**src/rtl/mult_arbiter.sv**
```systemverilog
// Round-robin arbiter sharing one pipelined multiplier among NREQ requesters, with a tag pipeline routing products back.
// Optional per-requester saturating issue counters are enabled by defining MULT_ARBITER_STATS_EN.
module mult_arbiter #(
    parameter int WIDTH   = 48,
    parameter int NREQ    = 4,
    parameter int LATENCY = WIDTH + 1,
    localparam int IDW    = $clog2(NREQ),
    localparam int IFW    = $clog2(LATENCY + 1)
) (
    input  logic                    clk,
    input  logic                    rst,
    input  logic                    en,
    input  logic [NREQ-1:0]         req_valid,
    output logic [NREQ-1:0]         req_ready,
    input  logic [NREQ*WIDTH-1:0]   req_a,
    input  logic [NREQ*WIDTH-1:0]   req_b,
    output logic [WIDTH-1:0]        mul_a,
    output logic [WIDTH-1:0]        mul_b,
    input  logic [2*WIDTH-1:0]      mul_y,
    output logic                    rsp_valid,
    output logic [IDW-1:0]          rsp_id,
    output logic [2*WIDTH-1:0]      rsp_y,
    output logic [IFW-1:0]          inflight
`ifdef MULT_ARBITER_STATS_EN
   ,output logic [NREQ*32-1:0]      issue_cnt
`endif
);

    // Handshake: requester i issues in any cycle where req_valid[i] && req_ready[i]; there is no response backpressure.
    logic [IDW-1:0]     last_grant;
    logic [IDW-1:0]     grant_idx;
    logic [IDW-1:0]     cand;
    logic               grant_found;
    logic               issue;
    logic [LATENCY-1:0] tag_v;
    logic [IDW-1:0]     tag_id [LATENCY];

    // Search begins one past the last winner so every requester gets a turn.
    always_comb begin
        grant_found = 1'b0;
        grant_idx   = '0;
        cand        = '0;
        for (int k = 1; k <= NREQ; k++) begin
            cand = IDW'((int'(last_grant) + k) % NREQ);
            if (!grant_found && req_valid[cand]) begin
                grant_found = 1'b1;
                grant_idx   = cand;
            end
        end
    end

    assign issue = grant_found && en && !rst;

    always_comb begin
        req_ready = '0;
        mul_a     = '0;
        mul_b     = '0;
        if (issue) begin
            req_ready[grant_idx] = 1'b1;
            mul_a = req_a[grant_idx*WIDTH +: WIDTH];
            mul_b = req_b[grant_idx*WIDTH +: WIDTH];
        end
    end

    always_ff @(posedge clk or posedge rst) begin
        if (rst) begin
            last_grant <= IDW'(NREQ - 1);
        end else if (issue) begin
            last_grant <= grant_idx;
        end
    end

    // Tag stage k holds the issue from k+1 cycles ago; the last stage lines up with mul_y.
    always_ff @(posedge clk or posedge rst) begin
        if (rst) begin
            tag_v <= '0;
            for (int i = 0; i < LATENCY; i++) begin
                tag_id[i] <= '0;
            end
        end else begin
            tag_v     <= {tag_v[LATENCY-2:0], issue};
            tag_id[0] <= issue ? grant_idx : '0;
            for (int i = 1; i < LATENCY; i++) begin
                tag_id[i] <= tag_id[i-1];
            end
        end
    end

    assign rsp_valid = tag_v[LATENCY-1];
    assign rsp_id    = tag_id[LATENCY-1];
    assign rsp_y     = mul_y;

    always_ff @(posedge clk or posedge rst) begin
        if (rst) begin
            inflight <= '0;
        end else begin
            case ({issue, rsp_valid})
                2'b10:   inflight <= inflight + IFW'(1);
                2'b01:   inflight <= inflight - IFW'(1);
                default: inflight <= inflight;
            endcase
        end
    end

`ifdef MULT_ARBITER_STATS_EN
    always_ff @(posedge clk or posedge rst) begin
        if (rst) begin
            issue_cnt <= '0;
        end else if (issue && (issue_cnt[grant_idx*32 +: 32] != 32'hFFFF_FFFF)) begin
            issue_cnt[grant_idx*32 +: 32] <= issue_cnt[grant_idx*32 +: 32] + 32'd1;
        end
    end
`endif

endmodule

```
**config.mk**
```make
export PLATFORM = sky130hd
export DESIGN_NAME = mult_arbiter
export DESIGN_NICKNAME = d
export VERILOG_FILES = /design/src/rtl/mult_arbiter.sv
export SDC_FILE = /design/constraint.sdc
export NUM_CORES = 1
export LEC_CHECK = 0
export BUFFER_PORTS_ARGS = -buffer_cell sky130_fd_sc_hd__buf_2
export CAP_MARGIN = 15
export CORE_AREA = 2 2 271 273
export DETAILED_ROUTE_END_ITERATION = 10
export DIE_AREA = 0 0 273 275
export GPL_ROUTABILITY_DRIVEN = 0
export SLEW_MARGIN = 10
export SYNTH_ARGS = -nofsm -noshare
export SYNTH_HDL_FRONTEND = slang
export SYNTH_SLANG_ARGS = --single-unit
```
**constraint.sdc**
```tcl
create_clock -name clk -period 6.7 [get_ports clk]
set_input_delay 0.335 -clock clk [delete_from_list [all_inputs] [get_ports clk]]
set_output_delay 0.335 -clock clk [all_outputs]
set_load 0.1 [all_outputs]
```
# Word-level counts from Yosys, hierarchy flattened
# Index checks and enable logic that the tools add are counted.
[word_totals]
register_bits = 155
latchBits = 0
ram_bits = 0
romBits = 0
input_bits = 487
output_inout_bits = 205
wordCells = 103
memories = 0
[classes]
n_addsub = 6
mul = 1
div_mod_pow = 0
n_lt_le_gt_ge = 6
n_eq_ne = 2
n_shift = 2
mux = 23
bitwise_logic = 0
n_reduce_logical = 11
[op_table]
columns = ["operator", "count"]
rows = [
  ["192-bit by 9-bit variable part select with 48-bit output", 2],
  ["48-bit 2-to-1 mux", 2],
  ["2-bit by 3-bit less-than comparator with 1-bit output (second input constant)", 5],
  ["6-bit one-hot mux with 2 select lines", 1],
  ["2-bit 2-to-1 mux", 5],
  ["1-bit 2-to-1 mux", 9],
  ["1-bit binary-select mux with 2-bit select", 4],
  ["6-bit by 1-bit adder with 6-bit output (second input constant)", 1],
  ["1-bit logical AND", 6],
  ["6-bit by 1-bit subtractor with 6-bit output (second input constant)", 1],
  ["2-bit by 1-bit adder with 2-bit output (second input constant)", 2],
  ["2-bit adder (second input constant)", 2],
  ["1-bit logical NOT", 4],
  ["2-bit by 2-bit multiplier with 4-bit output (second input constant)", 1],
  ["4-bit 2-to-1 mux", 1],
  ["1-bit demux with 2-bit select", 1],
  ["2-bit by 1-bit equality test with 1-bit output (second input constant)", 1],
  ["2-bit equality test (second input constant)", 1],
  ["2-bit by 1-bit greater-or-equal comparator with 1-bit output (second input constant)", 1],
  ["2-bit nonzero test", 1],
]

# Depth between registers and ports, before layout
[depth]
ltp_word = 18
depth_mapped = 12
ltp_nobuf = 11

# Worst setup path after synthesis
# Ideal clock, no wire load.
[synth_timing]
kind = "input port to output port"
from = "input rst"
to = "output mul_a[10]"
arrival_ns = 6.082
t_required_ns = 6.365
setup_slack_ns = 0.283
cell_stages = 8
n_path_buf = 2
cell_sequence = "inv_1 nand2_1 a21o_1 inv_2 nand2_1 buf_2 clkbuf_1 o22ai_1"
[synth_via]
elab_chain_cells = 3
[synth_lines]
columns = ["item", "line", "text"]
rows = [
  ["from (decl)", "11", "input logic rst,"],
  ["1-bit logical NOT (no line)", "--", ""],
  ["1-bit logical AND", "52", "assign issue = grant_found && en && !rst;"],
  ["named net issue", "34", "logic issue;"],
  ["48-bit 2-to-1 mux", "58", "if (issue) begin"],
  ["to (decl)", "17", "output logic [WIDTH-1:0] mul_a,"],
]
# The timed path passes the listed nets, and every way through them passes these cells.

# Worst setup path in the final report
[layout_timing]
from = "register last_grant[1]"
to = "output mul_b[9]"
[layout_via]
elab_chain_cells = 16
elab_cells_between_ends = 31
cone_classes = "add/sub (4); mul (1); shift (1); mux (17); reduce/logical (8)"
[layout_lines]
columns = ["item", "line", "text"]
rows = [
  ["from (decl)", "30", "logic [IDW-1:0] last_grant;"],
  ["from (signal assigned)", "67", "last_grant <= IDW'(NREQ - 1);"],
  ["from (signal assigned)", "69", "last_grant <= grant_idx;"],
  ["2-bit by 1-bit adder with 2-bit output", "44", "cand = IDW'((int'(last_grant) + k) % NREQ);"],
  ["1-bit binary-select mux with 2-bit select", "45", "if (!grant_found && req_valid[cand]) begin"],
  ["1-bit 2-to-1 mux (not written as such)", "45", ""],
  ["1-bit 2-to-1 mux", "45", ""],
  ["1-bit logical NOT", "45", ""],
  ["1-bit logical AND", "45", ""],
  ["1-bit 2-to-1 mux", "45", ""],
  ["1-bit logical NOT", "45", ""],
  ["1-bit logical AND", "45", ""],
  ["1-bit 2-to-1 mux", "45", ""],
  ["1-bit logical NOT", "45", ""],
  ["1-bit logical AND", "45", ""],
  ["2-bit 2-to-1 mux or 1-bit 2-to-1 mux (tied branches)", "45", ""],
  ["2-bit by 2-bit multiplier with 4-bit output or 1-bit logical AND (tied branches)", "61, 52", ""],
  ["192-bit by 9-bit variable part select with 48-bit output or 1-bit logical AND (tied branches)", "61, 52", ""],
  ["48-bit 2-to-1 mux *", "58", ""],
  ["to (decl)", "18", "output logic [WIDTH-1:0] mul_b,"],
]
# Mark *: on every way between the ends. The rest lies on a longest branch, timed or not. The select of a mux whose other input is x is not followed.

==> out/qor.yml <==
clkLatencyLatePin_ns: 0.43
die_h_microns: 275
grt_first_pass_wirelength_microns: 47900
seq_area_frac_synth_pct: 49.5
clk_pin_slew_ns: 0.07
fin_crit_sh_pct: 60.6
synth-seq-cells: 155
grt_max_degree: 100
met3_usage_pct: 4.11
max_cap_violations: 0
min-delay-start: "tag_id[57]"
route.detailed.drc: 0
first_global_vias: 6589
cts_max_level: 4
cts_tree: "done"
ys_types: 34
p_leak_nw: 6.04
top_usage_layer: "met2"
tns_ns: 0
layout_setup_ws_ns: 2.64
yosysTopAreaCell: "dfrtp_1"
yosysTopAreaCellShare_pct: 48.8
ys_warn_count: 0
ir_drop_uv: 198
total_power_mw: 3.51
numCtsBuffers: 17
antenna_left: 0
cp_num_buf_inv: 3
antenna_found_initial: 25
synth_area_sq_um: 7840
fmaxAchievable_mhz: 246
worstSetupEndpointType: "output pin"
crit_type: "flop to output pin"
via_per_inst: 3.41
worstPathArrival_ns: 3.72
use_met1_pct: 9.30
rsz0062_at_grt: "no"
synth_cells: 657
crit_chain: "nand2_1, o21ai_1, a311o_2, buf_4, buf_4, mux2i_1, o22ai_1, buf_2"
nets: 1530
cpLargestDelayFamily: "buffers and inverters"
cp_common_cell: "buf_4"
cts_setup_buffers: 0
final_cell_mix: "buf_2, mux2i_1, dfrtp_1"
final_layout_size_suffix_gt1_share_pct: 52.6
wl_per_cell_microns: 18.3
setup_viol: 0
hold_buffers: 1
clock_sinks: 155
drt_iter0_markers: 284
clock_path_buffers: 2
die_w_microns: 273
grt-ovfl-total: 0
vias: 6878
design.core.area_sq_um: 72300
die_area_sq_um: 75100
slowest_delay_ns: 0.85
relSlewSlack_pct: 27.1
met2_usage_pct: 15.6
run_status: "finished clean"
finClkSkew_ns: 0.00739
dp_hpwl_microns: 30600
rr_startpoint: "last_grant[1]"
io_pins: 692
tightest_slew_ns: 1.09
drt_first_pass_iters: 4
hp-class: "flop to flop"
path_max_fanout: 61
startpoint_type: "flop"
post-route-min-period_ns: 4.06
synth_edf_count: 0
clock_tree.root_cell: "clkbuf_16"
synth_fp_nets: 1147
start_util_pct: 10.8
routed_wl_microns: 36900
synth_area_leaders: "dfrtp_1, mux2i_1, buf_4"
utilization_pct: 15.6
port-buffer-count: 499
hold_viol_final: 0
pre_cts_slack_ns: 3.11
crit_required_ns: 6.36
drv_slew: 0
yosys_most_used_dff: "dfrtp_1"
p_per_area_nw_per_um2: 311
async_flop_share_pct: 100
track_usage_pct: 9.20
cp_slowest_cell: "buf_4"
mostFrequentLayoutCell: "buf_2"
core.rowCount: 99
cts-resized-gates: 0
area_delta_synth_final_pct: 43.9
syn_area_per_cell_sq_um: 11.9
setup.worst_path.start: "last_grant[1]"
[flip-flops by register name, indices dropped and copies added, names as in the netlist]
signal and flops:
tag_id 96, last_grant 2, rsp_id 2, tag_v 49, inflight 6
[worst paths after layout]
| check | endpoint | cells after the start | slack (ns) |
|---|---|---|---|
| max | mul_b[9] | 8 | 2.64 |
| min | tag_id[55] | 0 | 0.34 |
| max reg2reg | last_grant[1] | 7 | 4.36 |
| min reg2reg | tag_id[55] | 0 | 0.34 |
| max in group asynchronous | tag_id[88] | 4 | 5.15 |
| min in group asynchronous | tag_id[11] | 3 | 0.52 |
[area by class of cell]
type / instances / area [sq um]
fill: 8162 / 61100
sequential: 155 / 3880
multi-input combinational: 350 / 2940
timing repair buffer: 510 / 2590
tap: 959 / 1200
clock buffer: 17 / 425
clock inverter: 15 / 198
inverter: 6 / 27.5
antenna: 7 / 17.5
[layer usage]
metal | part of all wire (%) | wire length, microns
met4 | 5.5 | 2030
met5 | 0.13 | 47
met2 | 50 | 18400
met1 | 34 | 12700
met3 | 10 | 3720
[cell usage after synthesis, types with 5 or more instances]
| cell | number |
|---|---|
| mux2i_1 | 193 |
| nand2_1 | 13 |
| dfrtp_1 | 153 |
| nor2_1 | 7 |
| o22ai_1 | 96 |
| buf_4 | 102 |
| buf_2 | 16 |
| buf_1 | 5 |
| buf_6 | 10 |
| clkbuf_1 | 13 |
| xor2_1 | 7 |
| a21oi_1 | 7 |
[cell families after synthesis]
| kind of cell | share of synthesized area [%] |
|---|---|
| multiplexers | 24.8 |
| flip-flops | 49.5 |
| buffers and inverters | 13.4 |
| AO/OA/AOI/OAI | 9.14 |
| AND/OR/NAND/NOR | 1.85 |
| XOR/XNOR | 0.893 |
| adder cells (fa/ha/maj) | 0.479 |
[report_power, final]
part	internal [mW]	switching [mW]	total (mW)	leakage, nW
Clock	0.539	0.427	0.966	0.296
Sequential	1.02	0.0529	1.07	2.05
Combinational	0.400	1.07	1.47	3.70
Total	1.96	1.55	3.51	6.04
[metrics by stage]
step	hold WS, ns	instances	instance area (sq um)
after global placement	0.331	1979	10600
after global routing	0.352	2016	11300
after CTS	0.345	2012	11300
after floorplan	0.331	657	7840
after detailed placement	0.335	1979	10600
final	0.341	2019	11300
(Power assumes the default switching activity.)
